`config.mk`:
```
export PLATFORM = sky130hd
export DESIGN_NAME = fib_hash_arbiter
export DESIGN_NICKNAME = d
export VERILOG_FILES = /design/src/rtl/fib_hash_arbiter.sv
export SDC_FILE = /design/constraint.sdc
export NUM_CORES = 1
export LEC_CHECK = 0
export ABC_CLOCK_PERIOD_IN_PS = 2800
export BUFFER_PORTS_ARGS = -buffer_cell sky130_fd_sc_hd__buf_2
export CAP_MARGIN = 40
export CORE_UTILIZATION = 49
export DETAILED_ROUTE_END_ITERATION = 12
export PLACE_DENSITY = 0.93
export SLEW_MARGIN = 20
export SYNTH_ARGS = -nofsm -noshare
export SYNTH_HDL_FRONTEND = slang
export SYNTH_SLANG_ARGS = --single-unit
```
`constraint.sdc`:
```
create_clock -name clk -period 2.8 [get_ports clk]
set_input_delay 0.28 -clock clk [delete_from_list [all_inputs] [get_ports clk]]
set_output_delay 0.28 -clock clk [all_outputs]
set_load 0.03 [all_outputs]
```
`src/rtl/fib_hash_arbiter.sv`:
```
// fib_hash_arbiter: round-robin arbiter that shares one hash engine between
// the FIB save path (port 0) and the FIB outgoing lookup path (port 1).
// One request is in flight at a time: IDLE -> ISSUE -> WAIT -> RESP -> IDLE.
//
// Handshake: a requester holds reqN with stable prefixN/lenN until it sees
// the one-cycle gntN pulse, then drops reqN on the following cycle. A request
// still high when the FSM is back in IDLE is treated as a new request. The
// result arrives later as a one-cycle doneN pulse, with err qualifying it.
// The engine side is start/done: hash_start pulses once, hash_prefix/hash_len
// stay stable until the engine's hash_done pulse (or the timeout) is seen.
module fib_hash_arbiter #(
  parameter int unsigned TIMEOUT = 16
) (
  input  logic        clk,
  input  logic        rst,
  input  logic        req0,
  input  logic        req1,
  input  logic [63:0] prefix0,
  input  logic [63:0] prefix1,
  input  logic [5:0]  len0,
  input  logic [5:0]  len1,
  output logic        gnt0,
  output logic        gnt1,
  output logic        done0,
  output logic        done1,
  output logic [9:0]  hash_out,
  output logic        err,
  output logic        hash_start,
  output logic [63:0] hash_prefix,
  output logic [5:0]  hash_len,
  input  logic        hash_done,
  input  logic [9:0]  hash_value,
  output logic [1:0]  dbg_state_o
);

  typedef enum logic [1:0] {
    ST_IDLE  = 2'd0,
    ST_ISSUE = 2'd1,
    ST_WAIT  = 2'd2,
    ST_RESP  = 2'd3
  } state_t;

  // Timer value at which an unanswered engine request is abandoned.
  localparam logic [7:0] TMO_LAST = 8'(TIMEOUT - 1);

  state_t      state_q;
  logic        last_q;      // port served most recently
  logic        owner_q;     // port of the request in flight
  logic [7:0]  timer_q;
  logic        gnt0_q, gnt1_q, done0_q, done1_q, start_q, err_q;
  logic [9:0]  hash_out_q;
  logic [63:0] prefix_q;
  logic [5:0]  len_q;

  logic        win1;
  logic [7:0]  timer_d;
  logic        timeout_hit;

  // Winner selection and saturating timer increment.
  always_comb begin
    win1        = req1 & (~req0 | ~last_q);
    timer_d     = (timer_q == 8'hFF) ? timer_q : timer_q + 8'd1;
    timeout_hit = (timer_d == TMO_LAST);
  end

  // Arbitration FSM with registered outputs; pulses default low each cycle.
  always_ff @(posedge clk or negedge rst) begin
    if (!rst) begin
      state_q    <= ST_IDLE;
      last_q     <= 1'b1;
      owner_q    <= 1'b0;
      timer_q    <= 8'd0;
      gnt0_q     <= 1'b0;
      gnt1_q     <= 1'b0;
      done0_q    <= 1'b0;
      done1_q    <= 1'b0;
      start_q    <= 1'b0;
      err_q      <= 1'b0;
      hash_out_q <= 10'd0;
      prefix_q   <= 64'd0;
      len_q      <= 6'd0;
    end else begin
      gnt0_q  <= 1'b0;
      gnt1_q  <= 1'b0;
      done0_q <= 1'b0;
      done1_q <= 1'b0;
      start_q <= 1'b0;
      case (state_q)
        ST_IDLE: begin
          if (req0 | req1) begin
            owner_q  <= win1;
            prefix_q <= win1 ? prefix1 : prefix0;
            len_q    <= win1 ? len1 : len0;
            gnt0_q   <= ~win1;
            gnt1_q   <= win1;
            start_q  <= 1'b1;
            state_q  <= ST_ISSUE;
          end
        end
        ST_ISSUE: begin
          timer_q <= 8'd0;
          state_q <= ST_WAIT;
        end
        ST_WAIT: begin
          // A completion on the timeout cycle still counts as success.
          if (hash_done) begin
            hash_out_q <= hash_value;
            err_q      <= 1'b0;
            done0_q    <= ~owner_q;
            done1_q    <= owner_q;
            state_q    <= ST_RESP;
          end else begin
            timer_q <= timer_d;
            if (timeout_hit) begin
              hash_out_q <= 10'd0;
              err_q      <= 1'b1;
              done0_q    <= ~owner_q;
              done1_q    <= owner_q;
              state_q    <= ST_RESP;
            end
          end
        end
        ST_RESP: begin
          last_q  <= owner_q;
          state_q <= ST_IDLE;
        end
        default: state_q <= ST_IDLE;
      endcase
    end
  end

  assign gnt0        = gnt0_q;
  assign gnt1        = gnt1_q;
  assign done0       = done0_q;
  assign done1       = done1_q;
  assign hash_start  = start_q;
  assign err         = err_q;
  assign hash_out    = hash_out_q;
  assign hash_prefix = prefix_q;
  assign hash_len    = len_q;
  assign dbg_state_o = state_q;

endmodule

```
==> metrics.txt, run 1 <==
Crit. End Element flip-flop; die area just under 0.01 mm²; CP max FO 19; dpl ws 824.6 ps; Synthesis Warnings 0; CTS buffer count 9; Post-CTS Setup Inserts 0; # DRC 0; Post-Syn Area 0.004597 mm²; detailed-route via count approximately 4200; Fin Clk Skew 18.73 ps; Clock Pin Slew Worst Setup and Hold Paths 110 ps; H-tree levels 3; RR Endpoint timer_q[6]; PortBufs roughly 240; Worst R2R Path Depth 7; I/O pin total between 200 and 250; RSZ-0062 raised after global routing no; Clock Path Buffers 2; Initial Util 0.5170; first-pass GRT wire length between 15000 and 20000 µm; Root Buffer clkbuf_8; Resized Gates After CTS 0; Adder-Cell Fraction of Synth Area 0.01361; Fmax achieved 496.3 MHz; First-pass DRT Iterations 5; Cell Count, Final, Fillers Out 762; Slew headroom 0.5806; Arr. time, crit path approximately 2200 ps; largest family of logic cells by synthesized area compound AO/OA/AOI/OAI gates; CP startpoint kind flip-flop; P&R area growth vs syn 31.68%; Overall Power about 7000 µW; largest net degree at the start of global routing 55; commonest cells after routing, fill and taps aside buf_2 (241), dfrtp_1 (97), nand2_1 (46); mux contribution to synthesized area 0.07458; total congestion overflow 0; Worst R2R Setup Slack between 700 and 800 ps; hold_buf cts 1; critical hold path startpoint prefix0[26]; worst hold path type primary input to flip-flop; post-synthesis sequential area ratio 0.5338; simple-gate area share of the yosys netlist 0.09336; initial antenna violation count 1; XOR/XNOR Fraction of Synth Area 0.003811; Routed WL 12340 µm; Worst Tran Pin Value 629.1 ps; DRT iter0 DRCs 272; Post-Syn Nets ~580; GRT Util Overall 0.2545; LEAKAGE 0.003236 µW; Routed Antenna Nets 0; CP Data Required Time approximately 3000 ps; TritonCTS clock tree built; Cell Rows 34; die height between 90 and 100 µm; maxcap violations 0; vias in the first global route 4186; crit path kind flip-flop to flip-flop; share of layout cells above drive strength 1 0.4426; Post-Syn Instances 419; Die Wd 98.86 µm; # setup viols final 0; minimum clock period 2015 ps; PD cells 1161 mW/mm²; crit share post-route 0.7196; GP Congestion 0.8472; Async S/R FF share, synth 1.000; placed insts 744; final worst slack 785.1 ps; Min-Delay Path Depth 3; Final #Nets a little over 800; Worst VDD drop a little over 0.7 mV; synthesized flop and latch total 98; core area between 0.008 and 0.009 mm²; final hold violations 0; Post-synth top flop dfrtp_1; Avg Cell Area, Syn ~11 µm²; clock latency on the worst-skew pair 350 ps; post-DP HPWL 9320 µm; clk sinks ~100; Final Max Tran Viols 0; DR vias/cell 5.508; TNS Setup 0 ps; Post-synth EDFFs 0; Crit Reg-Reg Startpoint dbg_state_o[0]; Distinct cells, synth 48; area fraction in compound gates after synthesis 0.1979; Hold Path Sink hash_prefix[26]; commonest non-fill, non-tap cell in the layout buf_2; WL/cell approximately 16 µm; status finished clean
==> metal layers <==
metal / up-vias / global-route usage / wire (µm) / part of all wire
met3: 24 / 0.05674 / 965 / 0.078
met5: - / 0 / 0 / 0
met4: 0 / 0.09414 / 285 / 0.023
met1: 1985 / 0.3038 / 4941 / 0.40
met2: 210 / 0.4497 / 6147 / 0.50
li1: 1978 / - / - / -
==> state kept, by name, indices dropped and copies added (netlist names) <==
| register | flops |
|---|---|
| hash_prefix | 64 |
| hash_start | 1 |
| last_q | 1 |
| done0 | 1 |
| hash_out | 10 |
| err | 1 |
| gnt1 | 1 |
| timer_q | 8 |
| dbg_state_o | 2 |
| hash_len | 6 |
| owner_q | 1 |
| gnt0 | 1 |
| done1 | 1 |
==> cell families (layout without fill, tap and decap cells) <==
group | Yosys count | after routing
xor gates and xnor gates | 2 | 2
adders and majority gates | 5 | 5
buffers and inverters | 78 | 312
muxes | 34 | 34
DFF | 98 | 98
and+or+nand+nor | 83 | 83
other | 0 | 1
AOI/OAI and AO/OA | 119 | 119
==> Yosys cell counts (4+ instances only) <==
cell type  instances  area, µm²
buf_6              8      90.09
mux2i_1           32      320.3
a222oi_1          38      380.4
ha_1               5      62.56
buf_4              4      30.03
and2_1             4      25.02
dfrtp_1           97       2427
nand2_1           46      172.7
a21oi_1           17      85.08
inv_1             45      168.9
o21ai_0           32      160.2
and4_1             4      35.03
clkbuf_1           9      33.78
buf_2             11      55.05
nor3_1             4      20.02
o21ai_2           10      87.58
nor2b_1           13      81.33
==> metrics by stage <==
step / util / instance area, µm² / hold WS, ps
after CTS: 0.6806 / 6051 / 106.5
final: 0.6808 / 6053 / 120.4
after global placement: 0.6558 / 5831 / 305.1
after detailed placement: 0.6558 / 5831 / 316.7
after global routing: 0.6808 / 6053 / 114.7
after floorplan: - / 4597 / -15.59
==> critical path, cell delays in order (launching register included) <==
cell and delay (ps):
dfrtp_1 440, inv_1 120, ha_1 570, nor2b_1 200
buf_4 180, nand4_1 130, nor3_1 170, a211oi_1 70
==> cell type report <==
class | count | area [µm²]
fillers | 660 | 2838
flip-flops and latches | 98 | 2454
multi-input cells | 243 | 1787
repair buffers | 251 | 1296
inverters | 45 | 168.9
clock buffers | 10 | 137.6
well taps | 108 | 135.1
clock inverters | 6 | 72.57
diodes | 1 | 2.502
==> how the worst max path moves through the flow <==
stage	slack [ps]	start	cells past startpoint	endpoint
final	790	dbg_state_o[0]	7	timer_q[6]
after global routing	570	dbg_state_o[0]	7	timer_q[6]
after CTS	820	dbg_state_o[0]	7	timer_q[6]
after detailed placement	820	dbg_state_o[0]	7	timer_q[6]
after global placement	880	dbg_state_o[0]	7	timer_q[6]
after floorplan	910	dbg_state_o[0]	8	hash_prefix[14]
==> power breakdown <==
part           total [µW]  internal (µW)  switching [µW]
registers            2410           2050             364
logic                3660           1210            2440
clock network         959            449             510
total                7030           3710            3320
Note: power is estimated with default switching activity, not from simulation.
==> inputs of run 2 (changes only) <==
- ABC_AREA: unset -> 1
- ABC_CLOCK_PERIOD_IN_PS: 2800 -> 1800
- CORE_UTILIZATION: 49 -> 41
- PLACE_DENSITY: 0.93 -> 0.84
- clock period: 2.8 -> 1.8 ns (I/O delays scaled with it)
==> run 2 against run 1 <==
  * Wire length rose by 5.5%
  * Synthesized cell count is 31% higher
  * Flip-flop and latch count unchanged
  * Count of clock-buffer cells in the layout grew 1
  * Highest routed layer unchanged
  * Design area rose by 3.8%
  * Clock skew is 4.2 ps lower
  * Clock power rose by 39%
  * Critical endpoint is now hash_out[6]
  * Sequential power increased by 59%
  * Non-clock buffer count up 11
==> metrics.txt, run 2 <==
status finished clean; Distinct cells, synth 26; Overall Power about 11000 µW; GRT Util Overall 0.2274; # setup viols final 0; Clock Path Buffers 2; WL/cell approximately 14 µm; Cell Count, Final, Fillers Out roughly 940; crit path kind flip-flop to flip-flop; Async S/R FF share, synth 1.000; PortBufs 242; top-area cell type share of the netlist area 0.5380; clock latency on the worst-skew pair 360 ps; most frequent CP cell nand2_2; Final #Nets around 960; Avg Cell Area, Syn 8.218 µm²; vias in the first global route roughly 4400; share of layout cells above drive strength 1 0.4002; DR vias/cell 4.936; Fin Clk Skew between 10 and 15 ps; max reg flops 64; Root Buffer clkbuf_8; Routed Antenna Nets 0; area fraction in compound gates after synthesis 0.09207; final hold violations 0; Die Wd 106.9 µm; largest family of logic cells by synthesized area simple AND/OR/NAND/NOR gates; core area ~0.011 mm²; H-tree levels 3; CP startpoint kind flip-flop; Post-Syn Area 0.004512 mm²; Post-synth top flop dfrtp_1; CTS buffer count 9; RSZ-0062 raised after global routing yes; Crit Reg-Reg Startpoint timer_q[1]; Post-Syn Instances roughly 550; commonest non-fill, non-tap cell in the layout buf_2; Routed WL 13020 µm; total congestion overflow 0; Worst Tran Pin Value 472.6 ps; maxcap violations 0; TNS Setup 0 ps; I/O pin total around 240; Bufs and invs on worst path 0; first-pass GRT wire length between 20000 and 25000 µm; detailed-route via count 4630; critical path's largest stage delay 420 ps; Clock Pin Slew Worst Setup and Hold Paths 100 ps; simple-gate area share of the yosys netlist 0.3092; initial antenna violation count 0; Post-Syn Nets about 710; # DRC 0; Top delay family on crit path simple AND/OR/NAND/NOR gates; Crit. End Element flip-flop; P&R area growth vs syn 39.24%; clk sinks 98; die area 0.01143 mm²; Post-synth EDFFs 0; Crit-path slowest cell dfrtp_1; Adder-Cell Fraction of Synth Area 0.01387; commonest cells after routing, fill and taps aside buf_2 (241), nand2_1 (193), dfrtp_1 (96); Arr. time, crit path a little under 2000 ps; placed insts 918; Final Max Tran Viols 0; Fmax achieved 574.6 MHz; post-synthesis sequential area ratio 0.5438; top post-synthesis cells by area dfrtp_1 (54%), nand2_1 (17%), o21ai_0 (7.8%); Worst VDD drop a little under 1 mV; Slew headroom 0.6850; crit share post-route 0.9669; Synthesis Warnings 0; LEAKAGE between 0.003 and 0.004 µW; CP Data Required Time ~2000 ps; ANT cells 0; Cell Rows 37; Initial Util 0.4293; post-DP HPWL approximately 9600 µm; First-pass DRT Iterations 5; most common cell in the netlist nand2_1; CP max FO 8; top cells by count, synth nand2_1 (204), dfrtp_1 (97), o21ai_0 (70), nor2_1 (48), nand3_1 (47); Worst setup startpoint timer_q[1]; mux contribution to synthesized area 0; DRT iter0 DRCs 199; PD cells 1771 mW/mm²; die height 106.9 µm; largest net degree at the start of global routing 44; XOR/XNOR Fraction of Synth Area 0; minimum clock period 1740 ps; crit-path cells ha_4 -> nand2_4 -> nor2_4 -> nand2_4 -> nand2_2 -> nand2_2 -> nand2_2 -> nor2_4 -> nand4_2 -> nand3_2 -> nand2_1; GP Congestion 0.8651; top cell type by total area after synthesis dfrtp_1; TritonCTS clock tree built; synthesized flop and latch total between 90 and 100; worst hold path type primary input to flip-flop; critical hold path startpoint prefix0[16]
run 2: where the power goes:
part	switching (µW)	internal, µW	leakage (µW)
combinational	4130	1850	0.00210
sequential	589	3230	0.00121
clock	782	550	0.0000899
run 2: layer usage:
| metal | track usage | vias to the layer above | share of wire |
|---|---|---|---|
| li1 | - | 2260 | - |
| met1 | 0.2835 | 2186 | 0.41 |
| met2 | 0.3917 | 160 | 0.51 |
| met3 | 0.04073 | 24 | 0.051 |
| met4 | 0.08708 | 0 | 0.021 |
| met5 | 0 | - | 0 |
run 2: worst paths after layout:
kind / endpoint / slack [ps] / cells after the start
max in group asynchronous: last_q / 890 / 3
min in group asynchronous: hash_start / 310 / 2
setup / recovery: hash_out[6] / 60 / 11
hold reg to reg: done0 / 460 / 1
hold / removal: hash_prefix[16] / 20 / 3
setup reg to reg: hash_out[6] / 60 / 11
run 2: what timing repair did:
action	in CTS	in global routing
hold endpoints to repair	33	0
buffers inserted	0	2
endpoints found under the setup margin	0	17
gates resized for setup	0	22
hold buffers	1	0
run 2: kinds of logic after synthesis:
kind of cell / count (synthesis)
adder cells (fa/ha/maj): 5
AND/OR/NAND/NOR: 320
flip-flops: 98
buffers and inverters: 47
AO/OA/AOI/OAI: 79
run 2: worst reg2reg max path, stage by stage, from the launching register on:
cell and delay, ps:
dfrtp_1 420, ha_4 190, nand2_4 70, nor2_4 50, nand2_4 110, nand2_2 60
nand2_2 80, nand2_2 60, nor2_4 180, nand4_2 240, nand3_2 130, nand2_1 50
run 2: metrics by stage:
| stage | utilization | setup WS [ps] | hold WS, ps | cell area [µm²] |
|---|---|---|---|---|
| after floorplan | - | 36.73 | -115.6 | 4512 |
| after global placement | 0.5695 | 122.5 | 163.4 | 5984 |
| after CTS | 0.5876 | 25.61 | 0.8547 | 6175 |
| after detailed placement | 0.5695 | 37.11 | 165.4 | 5984 |
| after global routing | 0.5978 | -43.41 | 1.335 | 6282 |
| final | 0.5978 | 59.55 | 15.91 | 6282 |
run 2: final cells by class:
type / instances / area (µm²)
Clock buffer: 11 / 141.4
Clock inverter: 5 / 38.79
Fill cell: 945 / 4227
Inverter: 21 / 78.83
Multi-Input combinational cell: 405 / 1966
Sequential cell: 98 / 2455
Tap cell: 136 / 170.2
Timing Repair Buffer: 262 / 1433
